--- config.mk ---
export PLATFORM = sky130hd
export DESIGN_NAME = temp_sample_ctrl
export DESIGN_NICKNAME = d
export VERILOG_FILES = /design/src/rtl/temp_pkg.sv /design/src/rtl/pt100.sv /design/src/rtl/temp_sample_ctrl.sv
export SDC_FILE = /design/constraint.sdc
export NUM_CORES = 1
export LEC_CHECK = 0
export CORE_ASPECT_RATIO = 0.9
export CORE_MARGIN = 1.5
export CORE_UTILIZATION = 45
export DETAILED_ROUTE_END_ITERATION = 10
export PLACE_DENSITY = 0.72
export SYNTH_ARGS = -nofsm -noshare
export SYNTH_HDL_FRONTEND = slang
export SYNTH_SLANG_ARGS = --single-unit
--- constraint.sdc ---
create_clock -name clk_i -period 11.5 [get_ports clk_i]
set_clock_uncertainty 0.05 [all_clocks]
set_input_delay 1.15 -clock clk_i [delete_from_list [all_inputs] [get_ports clk_i]]
set_output_delay 1.15 -clock clk_i [all_outputs]
set_load 0.01 [all_outputs]
--- src/rtl/temp_pkg.sv ---
// Shared definitions for the PT100 temperature sampling path.
//   state_e     : sampling controller FSM states
//   TEMP_W      : width of the published temperature in degrees C
//   PT100_SCALE : multiplier applied to the averaged ADC code
//   PT100_SHIFT : right shift applied after the multiply (divide by 1024)
package temp_pkg;

    typedef enum logic [2:0] {
        ST_IDLE,
        ST_WAIT,
        ST_START,
        ST_CONV,
        ST_OUTPUT
    } state_e;

    localparam int unsigned TEMP_W      = 8;
    localparam int unsigned PT100_SCALE = 165;
    localparam int unsigned PT100_SHIFT = 10;

endpackage : temp_pkg

--- src/rtl/pt100.sv ---
// PT100 scaling: converts an averaged ADC code to whole degrees C.
// temp = (avg * PT100_SCALE) >> PT100_SHIFT, truncated. Purely combinational;
// the caller registers the result.
// Ports:
//   avg_i  [ADC_RES-1:0] : averaged ADC code
//   temp_o [TEMP_W-1:0]  : temperature in degrees C
module pt100
    import temp_pkg::*;
#(
    parameter int unsigned ADC_RES = 10
) (
    input  logic [ADC_RES-1:0] avg_i,
    output logic [TEMP_W-1:0]  temp_o
);

    // Wide enough for the full product so the multiply never wraps.
    localparam int unsigned PROD_W = ADC_RES + $clog2(PT100_SCALE + 1);

    logic [PROD_W-1:0] prod;

    assign prod   = PROD_W'(avg_i) * PROD_W'(PT100_SCALE);
    assign temp_o = TEMP_W'(prod >> PT100_SHIFT);

endmodule : pt100

--- src/rtl/temp_sample_ctrl.sv ---
// Periodic sampling controller for the PT100 temperature path.
// Paces ADC conversions every CLK_DIV cycles, averages 2**AVG_LOG2 samples,
// scales the average to degrees through pt100 and publishes a registered
// temperature with a valid strobe, a hysteresis alarm and a sticky timeout flag.
// Ports:
//   clk_i         : clock, rising edge
//   rst_ni        : asynchronous active-low reset
//   en_i          : enable; low aborts the current cycle and idles
//   adc_data_i    : conversion result, valid while adc_done_i is high
//   adc_done_i    : conversion-complete flag (only sampled in CONV)
//   adc_start_o   : one-cycle conversion start pulse
//   thr_hi_i      : alarm set threshold, degrees C
//   thr_lo_i      : alarm clear threshold, degrees C
//   temp_o        : last averaged temperature, degrees C
//   temp_valid_o  : one-cycle strobe when temp_o updates
//   alarm_o       : hysteresis over-temperature alarm
//   err_o         : sticky conversion-timeout flag (cleared while en_i is low)
module temp_sample_ctrl
    import temp_pkg::*;
#(
    parameter int unsigned CLK_DIV  = 50000,
    parameter int unsigned AVG_LOG2 = 2,
    parameter int unsigned TIMEOUT  = 1023,
    parameter int unsigned ADC_RES  = 10
) (
    input  logic               clk_i,
    input  logic               rst_ni,
    input  logic               en_i,
    input  logic [ADC_RES-1:0] adc_data_i,
    input  logic               adc_done_i,
    output logic               adc_start_o,
    input  logic [TEMP_W-1:0]  thr_hi_i,
    input  logic [TEMP_W-1:0]  thr_lo_i,
    output logic [TEMP_W-1:0]  temp_o,
    output logic               temp_valid_o,
    output logic               alarm_o,
    output logic               err_o
);

    localparam int unsigned N_SAMPLES = 1 << AVG_LOG2;
    localparam int unsigned ACC_W     = ADC_RES + AVG_LOG2;   // sum of N_SAMPLES codes never overflows
    localparam int unsigned SMP_W     = AVG_LOG2 + 1;
    localparam int unsigned PER_W     = $clog2(CLK_DIV);
    localparam int unsigned TO_W      = $clog2(TIMEOUT + 1);

    state_e               state_q,      state_d;
    logic [PER_W-1:0]     per_cnt_q,    per_cnt_d;
    logic [TO_W-1:0]      to_cnt_q,     to_cnt_d;
    logic [ACC_W-1:0]     acc_q,        acc_d;
    logic [SMP_W-1:0]     smp_q,        smp_d;
    logic                 adc_start_q,  adc_start_d;
    logic [TEMP_W-1:0]    temp_q,       temp_d;
    logic                 temp_valid_q, temp_valid_d;
    logic                 alarm_q,      alarm_d;
    logic                 err_q,        err_d;

    logic                 tick;
    logic [ADC_RES-1:0]   avg;
    logic [TEMP_W-1:0]    temp_new;

    assign tick = en_i && (per_cnt_q == PER_W'(CLK_DIV - 1));

    // Truncating average; the accumulator is complete by the time OUTPUT is entered.
    assign avg = ADC_RES'(acc_q >> AVG_LOG2);

    pt100 #(
        .ADC_RES (ADC_RES)
    ) u_pt100 (
        .avg_i  (avg),
        .temp_o (temp_new)
    );

    always_comb begin
        // NOTE: every _d signal gets its default before any branch so that no
        // path through this block leaves it unassigned and infers a latch.
        state_d      = state_q;
        per_cnt_d    = per_cnt_q;
        to_cnt_d     = to_cnt_q;
        acc_d        = acc_q;
        smp_d        = smp_q;
        adc_start_d  = 1'b0;
        temp_d       = temp_q;
        temp_valid_d = 1'b0;
        alarm_d      = alarm_q;
        err_d        = err_q;

        // The period counter runs independently of the FSM, so ticks that land
        // outside WAIT are simply lost and the start cadence stays fixed.
        if (!en_i || tick) begin
            per_cnt_d = '0;
        end else begin
            per_cnt_d = per_cnt_q + PER_W'(1);
        end

        if (!en_i) begin
            // Abort: temp and alarm keep their last published values.
            state_d  = ST_IDLE;
            to_cnt_d = '0;
            acc_d    = '0;
            smp_d    = '0;
            err_d    = 1'b0;
        end else begin
            case (state_q)
                ST_IDLE: begin
                    state_d = ST_WAIT;
                end
                ST_WAIT: begin
                    if (tick) begin
                        state_d     = ST_START;
                        adc_start_d = 1'b1;   // registered, so high exactly during START
                    end
                end
                ST_START: begin
                    state_d  = ST_CONV;
                    to_cnt_d = '0;
                end
                ST_CONV: begin
                    if (adc_done_i) begin
                        acc_d    = acc_q + ACC_W'(adc_data_i);
                        smp_d    = smp_q + SMP_W'(1);
                        to_cnt_d = '0;
                        state_d  = (smp_q == SMP_W'(N_SAMPLES - 1)) ? ST_OUTPUT : ST_WAIT;
                    end else if (to_cnt_q == TO_W'(TIMEOUT - 1)) begin
                        // TIMEOUT cycles spent in CONV without a done: drop the
                        // partial average and retry on the next tick.
                        err_d    = 1'b1;
                        acc_d    = '0;
                        smp_d    = '0;
                        to_cnt_d = '0;
                        state_d  = ST_WAIT;
                    end else begin
                        to_cnt_d = to_cnt_q + TO_W'(1);
                    end
                end
                ST_OUTPUT: begin
                    temp_d       = temp_new;
                    temp_valid_d = 1'b1;
                    // Set test first so an inverted threshold pair still raises the alarm.
                    if (temp_new > thr_hi_i) begin
                        alarm_d = 1'b1;
                    end else if (temp_new < thr_lo_i) begin
                        alarm_d = 1'b0;
                    end
                    acc_d   = '0;
                    smp_d   = '0;
                    state_d = ST_WAIT;
                end
                default: begin
                    state_d = ST_IDLE;
                end
            endcase
        end
    end

    always_ff @(posedge clk_i or negedge rst_ni) begin
        // NOTE: non-blocking assignments here so every flop samples the values
        // computed before this edge, independent of statement order.
        if (!rst_ni) begin
            state_q      <= ST_IDLE;
            per_cnt_q    <= '0;
            to_cnt_q     <= '0;
            acc_q        <= '0;
            smp_q        <= '0;
            adc_start_q  <= 1'b0;
            temp_q       <= '0;
            temp_valid_q <= 1'b0;
            alarm_q      <= 1'b0;
            err_q        <= 1'b0;
        end else begin
            state_q      <= state_d;
            per_cnt_q    <= per_cnt_d;
            to_cnt_q     <= to_cnt_d;
            acc_q        <= acc_d;
            smp_q        <= smp_d;
            adc_start_q  <= adc_start_d;
            temp_q       <= temp_d;
            temp_valid_q <= temp_valid_d;
            alarm_q      <= alarm_d;
            err_q        <= err_d;
        end
    end

    assign adc_start_o  = adc_start_q;
    assign temp_o       = temp_q;
    assign temp_valid_o = temp_valid_q;
    assign alarm_o      = alarm_q;
    assign err_o        = err_q;

endmodule : temp_sample_ctrl

* Yosys cells after proc, flatten, opt, wreduce, memory -nomap -nowiden
Cells that the tools add are included.
** Word-level totals
- Register bits :: 56
- Bits of input ports :: 30
** Operators by class
- Add/subtract/negate cells :: 4
- Multiply operators :: 1
- Order comparisons :: 2
- Equal/unequal tests :: 14
- Mux-type cells :: 30
- Reductions and logical operators :: 11
** Operator list (count)
- 2-to-1 mux 12 bit :: 3
- 2-to-1 mux 10 bit :: 3
- 2-to-1 mux 3 bit :: 8
- one-hot mux 12 bit (2 select lines) :: 1
- one-hot mux 10 bit (2 select lines) :: 1
- multiplier 10 x 8 -> 18 bit, second input constant :: 1
- adder 16 x 1 -> 16 bit, second input constant :: 1
- equality test 16 bit, second input constant :: 1
- 2-to-1 mux 16 bit :: 1
- adder 12 x 10 -> 12 bit :: 1
- one-hot mux 3 bit (4 select lines) :: 1
- 2-to-1 mux 1 bit :: 11
- adder 10 x 1 -> 10 bit, second input constant :: 1
- equality test 10 bit, second input constant :: 1
- equality test 3 x 2 -> 1 bit, second input constant :: 3
- > comparator 8 bit :: 1
- < comparator 8 bit :: 1
- inequality test 3 x 1 -> 1 bit, second input constant :: 2
- one-hot mux 3 bit (2 select lines) :: 1
- AND reduction 2 bit :: 3
- AND reduction 3 bit :: 2
- inequality test 2 x 1 -> 1 bit, second input constant :: 2
- inequality test 4 bit, second input constant :: 1
- adder 3 x 1 -> 3 bit, second input constant :: 1
- 10 further kinds :: 10

* Longest topological paths before layout
Gate-level depths: netlist of run 1.
- Depth after elaboration :: 5
- Gate-level depth with buffers :: 20
- Gate-level depth less buffers :: 20

* By module
From an unflattened synthesis of run 1, not the netlist that was laid out.
** Second synthesis, totals
- Cells, all modules :: 462
- Area, all modules :: 4590.7 um^2
** Modules (own cells, without submodules)
- temp_sample_ctrl :: times used 1, cells each 334, area an instance 3373.2 um^2, seq. area each 1401.3 um^2
- pt100 :: times used 1, cells each 128, area an instance 1217.4 um^2, seq. area each 0.0 um^2

* Worst setup path before layout of run 1
No wires, ideal clock.
- Kind :: reg2reg
- From :: register acc_q[4]
- To :: register alarm_q (netlist: alarm_o)
- Arrival :: 4.276 ns
- Data required time :: 11.323 ns
- Path slack :: 7.047 ns
- Stages on the path, launching flop included :: 17
- Buffers on the path :: 0
- Period minus slack after synthesis :: 4.453 ns
- Path through :: dfrtp_1 -> ha_1 -> fa_1 -> fa_1 -> ha_1 -> ha_1 -> a21o_1 -> a21oi_2 -> a31oi_4 -> a31oi_1 -> xnor2_1 -> ha_1 -> a21o_1 -> a221oi_1 -> o21ai_0 -> a31oi_1 -> o22ai_1
** Between the ends
- Cells in the longest elaborated chain, start to end :: 4
- Elaborated cells on any way between the ends :: 6
- Classes of those cells :: mul: 1; order compare: 2; mux: 1; reduce/logical: 2
** RTL lines
- from (decl) :: RTL line temp_sample_ctrl.sv:49 : logic [ACC_W-1:0] acc_q, acc_d;
- from (signal assigned) :: RTL line temp_sample_ctrl.sv:162 : acc_q <= '0;
- from (signal assigned) :: RTL line temp_sample_ctrl.sv:173 : acc_q <= acc_d;
- multiplier 10 x 8 -> 18 bit (*) :: RTL line pt100.sv:21 : assign prod = PROD_W'(avg_i) * PROD_W'(PT100_SCALE);
- net temp_new[6] :: RTL line temp_sample_ctrl.sv:59 : logic [TEMP_W-1:0] temp_new;
- > comparator 8 bit or < comparator 8 bit (tied branches) :: RTL line temp_sample_ctrl.sv:139, temp_sample_ctrl.sv:141
- nonzero test 2 bit (no source line)
- AND reduction 3 bit (no source line)
- to (signal assigned) :: RTL line temp_sample_ctrl.sv:178 : alarm_q <= alarm_d;
- to (decl) :: RTL line temp_sample_ctrl.sv:54 : logic alarm_q, alarm_d;
The timed path passes the listed nets; every way through them passes the cells marked *.
A chain may end at the register's enable or synchronous reset.

* Worst setup path in the final report of run 1
- From :: register acc_q[5]
- To :: register alarm_q (netlist: alarm_o)
Same word-level chain as after synthesis.

==> results of run 1 <==
## critical path, stage by stage, from the launching register on
cell and delay [ps]:
dfrtp_1 460, ha_1 340, inv_1 70, fa_1 500
inv_1 50, fa_1 390, ha_1 290, ha_1 360
a21o_1 220, a21oi_2 230, a31oi_4 170, a31oi_1 230
xnor2_1 170, ha_1 290, a21o_1 190, a221oi_1 230
o21ai_0 130, a31oi_1 180, o22ai_1 90
## power by group through the flow
stage / Sequential [uW] / Combinational [uW] / Clock (uW)
after floorplan: 210 / 97.6 / 0
after global placement: 212 / 133 / 0
after detailed placement: 213 / 137 / 0
after CTS: 209 / 138 / 119
after global routing: 210 / 159 / 127
final: 209 / 137 / 117
## cell type report
class | count | area, sq um
fill | 885 | 4556
multi-input combinational | 370 | 2910
sequential | 56 | 1401
timing repair buffer | 43 | 420.4
inverter | 42 | 157.7
tap | 126 | 157.7
clock buffer | 5 | 68.82
clock inverter | 3 | 27.53
## worst paths after layout
kind / start / end / slack, ps / depth (start not counted)
worst max-delay path: acc_q[5]$_DFFE_PN0P_ / alarm_o$_DFFE_PN0P_ / 6740 / 18
worst min-delay path: per_cnt_q[0]$_DFF_PN0_ / per_cnt_q[0]$_DFF_PN0_ / 420 / 1
worst max register to register: acc_q[5]$_DFFE_PN0P_ / alarm_o$_DFFE_PN0P_ / 6740 / 18
worst min register to register: per_cnt_q[0]$_DFF_PN0_ / per_cnt_q[0]$_DFF_PN0_ / 420 / 1
max in group asynchronous: rst_ni / smp_q[0]$_DFFE_PN0P_ / 10030 / 2
min in group asynchronous: rst_ni / per_cnt_q[15]$_DFF_PN0_ / 890 / 2
## per-layer routing
| layer | GRT usage | vias to the layer above | wire, um |
|---|---|---|---|
| li1 | - | 1784 | - |
| met1 | 0.2450 | 1638 | 4334 |
| met2 | 0.2898 | 74 | 3953 |
| met3 | 0.02336 | 8 | 347 |
| met4 | 0.03846 | 0 | 78 |
| met5 | 0 | - | 0 |
## logic make-up (layout without fill, tap and decap cells)
kind of cell | after synthesis | after routing | share of synthesized area
buffers and inverters | 52 | 93 | 0.04463
AO/OA/AOI/OAI | 95 | 95 | 0.1517
adder cells (fa/ha/maj) | 87 | 87 | 0.2578
multiplexers | 5 | 5 | 0.01192
AND/OR/NAND/NOR | 152 | 152 | 0.1633
XOR/XNOR | 31 | 31 | 0.06016
flip-flops | 56 | 56 | 0.3105
## synthesized netlist by cell type (3+ instances only)
| cell | n | area share |
|---|---|---|
| ha_1 | 77 | 0.21 |
| dfrtp_1 | 56 | 0.31 |
| nand2_1 | 44 | 0.037 |
| nor2_1 | 43 | 0.036 |
| inv_1 | 41 | 0.034 |
| o21ai_0 | 17 | 0.019 |
| xnor2_1 | 17 | 0.033 |
| a21oi_1 | 15 | 0.017 |
| xor2_1 | 14 | 0.027 |
| nand3_1 | 11 | 0.012 |
| fa_1 | 10 | 0.044 |
| nand4_1 | 9 | 0.012 |
| o31ai_1 | 9 | 0.015 |
| a21o_1 | 8 | 0.013 |
| clkbuf_1 | 6 | 0.0050 |
| nand2b_1 | 6 | 0.0083 |
| nor3_1 | 6 | 0.0067 |
| nor4_1 | 6 | 0.0083 |
| a22o_1 | 5 | 0.0097 |
| a31oi_1 | 4 | 0.0055 |
| and3_1 | 4 | 0.0055 |
| o21a_1 | 4 | 0.0067 |
| or3_1 | 4 | 0.0055 |
| a211oi_1 | 3 | 0.0050 |
| and2_1 | 3 | 0.0042 |
| mux2_2 | 3 | 0.0075 |
| nor2b_1 | 3 | 0.0042 |
| nor3b_1 | 3 | 0.0050 |
| o21ai_1 | 3 | 0.0033 |
| o41ai_1 | 3 | 0.0058 |
## metrics by stage
step,instances,instance area [sq um],setup WS [ps],util,hold WS (ps)
2_1_floorplan,478,4513,7047,-,373.8
3_3_place_gp,637,5047,6868,0.5204,394.1
3_5_place_dp,637,5047,6736,0.5204,402.7
4_1_cts,645,5144,6716,0.5303,418.2
5_1_grt,645,5144,6435,0.5303,461.3
6_report,645,5144,6740,0.5303,418.2
## flip-flops by register name (all words and copies together) (netlist names)
signal and cells:
err_o 1, state_q 3, adc_start_o 1, smp_q 3, to_cnt_q 10, temp_o 8, per_cnt_q 16, alarm_o 1
acc_q 12, temp_valid_o 1
==> impl_metrics.json, run 1 <==
{
  "outcome": "finished, final reports clean",
  "crit_required_ps": 11650,
  "layout-drive-gt1-share": 0.04817,
  "yosysWarnings": 0,
  "rows": 34,
  "diodes": 0,
  "p_per_area_nw_per_um2": 89.92,
  "grt_pass1_vias": 3476,
  "period_minus_slack_ps": 4760,
  "seqPwrFrac": 0.452,
  "crit_path_end_kind": "flop",
  "via_count": 3504,
  "grt_use_total": 0.1756,
  "path_clk_slew_ps": 120,
  "io_buffer_count": 41,
  "dieHeight_um": 98.01,
  "cts_root_buf": "clkbuf_8",
  "power_switching_uw": 154.7,
  "finalHoldViolCount": 0,
  "areaGrowthSynthToFinish_pct": 13.97,
  "swShare": 0.3345,
  "first_pass_iters": 6,
  "synth.distinct_cells": 64,
  "postCtsSetupBuffers": 0,
  "final_cell_mix": "77 x ha_1, 56 x dfrtp_1, 44 x nand2_1",
  "wire_per_inst_um": 13.51,
  "grt_overflow": 0,
  "num_io_pins": 42,
  "worstSetupStartpointType": "flop",
  "syn_area_sq_um": 4513,
  "core_area_sq_um": 9699,
  "fp.dieW_um": 108.6,
  "pwr-share-clk": 0.253,
  "setup_viol": 0,
  "tns_ps": 0,
  "nNetsFinal": 635,
  "ir_drop_mv": 0.06281,
  "final.period_utilization": 0.4139,
  "cp.arrival_ps": 4910,
  "synth_fp_nets": 595,
  "cts_buffers": 5,
  "async_flop_share": 1.000,
  "pwr-share-comb": 0.296,
  "yosysSeqAreaShare": 0.3105,
  "worst_pin_slew_ps": 699.2,
  "synth_top_flop_cell": "dfrtp_1",
  "relSlewSlack": 0.5339,
  "vias_per_cell": 5.433,
  "p_leak_uw": 0.002590,
  "final_common_cell": "ha_1",
  "path_max_fanout": 9,
  "drv_slew": 0,
  "gp_congestion": 0.8473,
  "wl_mm": 8.714,
  "synth_seq_cells": 56,
  "critPathKind": "flop to flop",
  "grt_max_degree": 57,
  "cts.path.max_buffers": 2,
  "min_path_type": "flop to flop",
  "cts_tree": "done",
  "drtAntennaViolNets": 0,
  "clk-insertion-delay-late_ps": 310,
  "place_hpwl_mm": 6.846,
  "syn-mean-instance-area_sq_um": 9.442,
  "cellInternalPower_uw": 307.8,
  "syn_inst": 478,
  "cts_sinks": 56,
  "ctsHtreeMaxLevel": 2,
  "start_util": 0.4653,
  "drt_iter0_markers": 223,
  "maxCapViolations": 0,
  "post_cts_resized": 0,
  "antenna_found_initial": 0,
  "die_area_sq_um": 10640,
  "grt_first_pass_wirelength_mm": 15.39,
  "synth_edf_count": 0,
  "route.detailed.drc": 0,
  "ctsHoldBuffers": 0,
  "rsz0062_at_grt": "false",
  "fmax_mhz": 210.1,
  "totalPowerFinal_uw": 462.5
}
Note: power is estimated with default switching activity, not from simulation.
==> inputs of run 2 (changes only) <==
==> constraint.sdc (replaced) <==
create_clock -name clk_i -period 4.6 [get_ports clk_i]
set_clock_uncertainty 0.05 [all_clocks]
set_input_delay 0.46 -clock clk_i [delete_from_list [all_inputs] [get_ports clk_i]]
set_output_delay 0.46 -clock clk_i [all_outputs]
set_load 0.01 [all_outputs]
==> run 2 against run 1 <==
Effect of this change:
- via count up 1.8%
- sequential share of layout area down 1.2 points
- combinational power rose to 3.0 times the previous value
- final cell count up 1.9%
- critical path type unchanged
- worst setup slack worse by 6600 ps
- sequential power up 150%
- utilization up 2.5 points
- power rose to 2.6 times the previous value
- hold slack worse by 200 ps
- maximum frequency up 7.9%
- flip-flop and latch count unchanged
- global-route usage up 0.52 points
==> impl_metrics.json, run 2 (synthesized netlist as in run 1, its figures left out) <==
{
  "outcome": "finished, final reports clean",
  "setup_viol": 0,
  "top_regs": "per_cnt_q x16, acc_q x12, to_cnt_q x10",
  "cts_buffers": 5,
  "path_clk_slew_ps": 110,
  "grt_use_total": 0.1807,
  "nNetsFinal": 647,
  "grt_max_degree": 57,
  "pwr-share-comb": 0.338,
  "regToRegSetupSlack_ps": 190,
  "final_common_cell": "ha_1",
  "place_hpwl_mm": 7.157,
  "layout-drive-gt1-share": 0.1017,
  "seqPwrFrac": 0.430,
  "path_max_fanout": 4,
  "swShare": 0.3339,
  "gp_congestion": 0.8488,
  "die_area_sq_um": 10640,
  "rows": 34,
  "crit_required_ps": 4760,
  "io_buffer_count": 41,
  "cellInternalPower_uw": 802.1,
  "drt_iter0_markers": 130,
  "cpLargestDelayFamily": "adder cells",
  "via_count": 3566,
  "grt_overflow": 0,
  "crit_path_cell_trace": "buf_6, ha_2, inv_1, fa_1, inv_1, fa_1, ha_1, ha_4, a21o_1, a21oi_4, a31oi_4, a31oi_4, xnor2_2, ha_1, a21o_1, a221oi_2, o21ai_1, a31oi_1, o22ai_1",
  "crit_buf_inv": 3,
  "final_cell_mix": "70 x ha_1, 56 x dfrtp_1, 43 x nand2_1",
  "power_switching_uw": 402.1,
  "min_path_type": "input pin to asynchronous set/reset pin",
  "p_leak_uw": 0.002664,
  "slowest_delay_ps": 470,
  "start_util": 0.4653,
  "largest_register_ffs": 16,
  "ir_drop_mv": 0.1942,
  "multi_input_area_sq_um": 3069,
  "grt_pass1_vias": 3652,
  "route.detailed.drc": 0,
  "cts_tree": "done",
  "drtAntennaViolNets": 0,
  "num_io_pins": 42,
  "cts.path.max_buffers": 2,
  "nFillCells": 885,
  "top_register": "per_cnt_q",
  "cts_root_buf": "clkbuf_8",
  "diodes": 0,
  "startpoint": "acc_q[4]$_DFFE_PN0P_",
  "areaGrowthSynthToFinish_pct": 19.41,
  "core_area_sq_um": 9699,
  "r2r_cells": 19,
  "worstSetupStartpointType": "flop",
  "cts_sinks": 56,
  "maxCapViolations": 0,
  "wl_mm": 9.420,
  "crit_path_end_kind": "flop",
  "cp_slowest_cell": "fa_1",
  "cp.arrival_ps": 4570,
  "finalHoldWorstSlack_ps": 220.3,
  "fp.dieW_um": 108.6,
  "ctsHtreeMaxLevel": 2,
  "p_per_area_nw_per_um2": 223.5,
  "period_minus_slack_ps": 4411,
  "tns_ps": 0,
  "grt_first_pass_wirelength_mm": 15.76,
  "antenna_found_initial": 0,
  "first_pass_iters": 4,
  "clk-insertion-delay-late_ps": 310,
  "relSlewSlack": 0.5107,
  "final.period_utilization": 0.9589,
  "wire_per_inst_um": 14.34,
  "finalHoldViolCount": 0,
  "timing.rr.start": "acc_q[4]$_DFFE_PN0P_",
  "worst_pin_slew_ps": 729.5,
  "vias_per_cell": 5.428,
  "pwr-share-clk": 0.231,
  "dieHeight_um": 98.01,
  "critPathKind": "flop to flop",
  "regToRegEndpoint": "alarm_o$_DFFE_PN0P_",
  "regArea_sq_um": 1401,
  "drv_slew": 0,
  "fmax_mhz": 226.7
}
run 2: cell count changes in the layout (fill, tap and decap cells not counted), sizes merged:
| cell | previous run | this run |
|---|---|---|
| buf | 3 | 15 |
| clkbuf | 5 | 6 |
| inv | 42 | 41 |
run 2: worst max-delay path by stage:
stage                          end  depth (start not counted)  slack, ps
6_report       alarm_o$_DFFE_PN0P_                         19        190
5_1_grt        alarm_o$_DFFE_PN0P_                         20        -20
4_1_cts        alarm_o$_DFFE_PN0P_                         18         30
3_5_place_dp   alarm_o$_DFFE_PN0P_                         18        -40
3_3_place_gp   alarm_o$_DFFE_PN0P_                         16        100
2_1_floorplan  alarm_o$_DFFE_PN0P_                         16        150
run 2: through the flow:
stage	instance area [sq um]	std cells	total power, uW	util	worst slack (ps)
after detailed placement	5122	647	895.3	0.5281	-38.48
after CTS	5226	656	1179	0.5388	27.11
after floorplan	4513	478	770.2	-	147.3
after global routing	5389	657	1286	0.5556	-24.39
final	5389	657	1204	0.5556	188.9
after global placement	5122	647	880.8	0.5281	95.37
run 2: power groups by stage:
stage | Combinational, uW | Sequential, uW | Clock (uW)
2_1_floorplan | 244 | 526 | 0
3_3_place_gp | 356 | 525 | 0
3_5_place_dp | 369 | 526 | 0
4_1_cts | 374 | 517 | 289
5_1_grt | 462 | 521 | 303
6_report | 407 | 518 | 279
run 2: area by class of cell:
cell class | count | share of cell area
multi-input cells | 370 | 0.5695
flip-flops and latches | 56 | 0.2600
repair buffers | 55 | 0.09543
inverters | 42 | 0.02925
well taps | 126 | 0.02925
clock buffers | 6 | 0.01347
clock inverters | 2 | 0.003018
run 2: per-layer routing:
layer,GRT usage,vias to the layer above,part of all wire
li1,-,1805,-
met1,0.2340,1695,0.48
met2,0.3140,56,0.48
met3,0.02737,10,0.031
met4,0.04555,0,0.010
met5,0,-,0
run 2: repair_timing:
| action | in CTS | in global routing |
|---|---|---|
| resized for setup | 1 | 24 |
| pin swaps | 4 | 7 |
| hold buffers | 0 | 0 |
| hold endpoints to repair | 0 | 0 |
| gates cloned | 0 | 0 |
| buffers inserted | 1 | 1 |
| setup endpoints to repair | 1 | 1 |
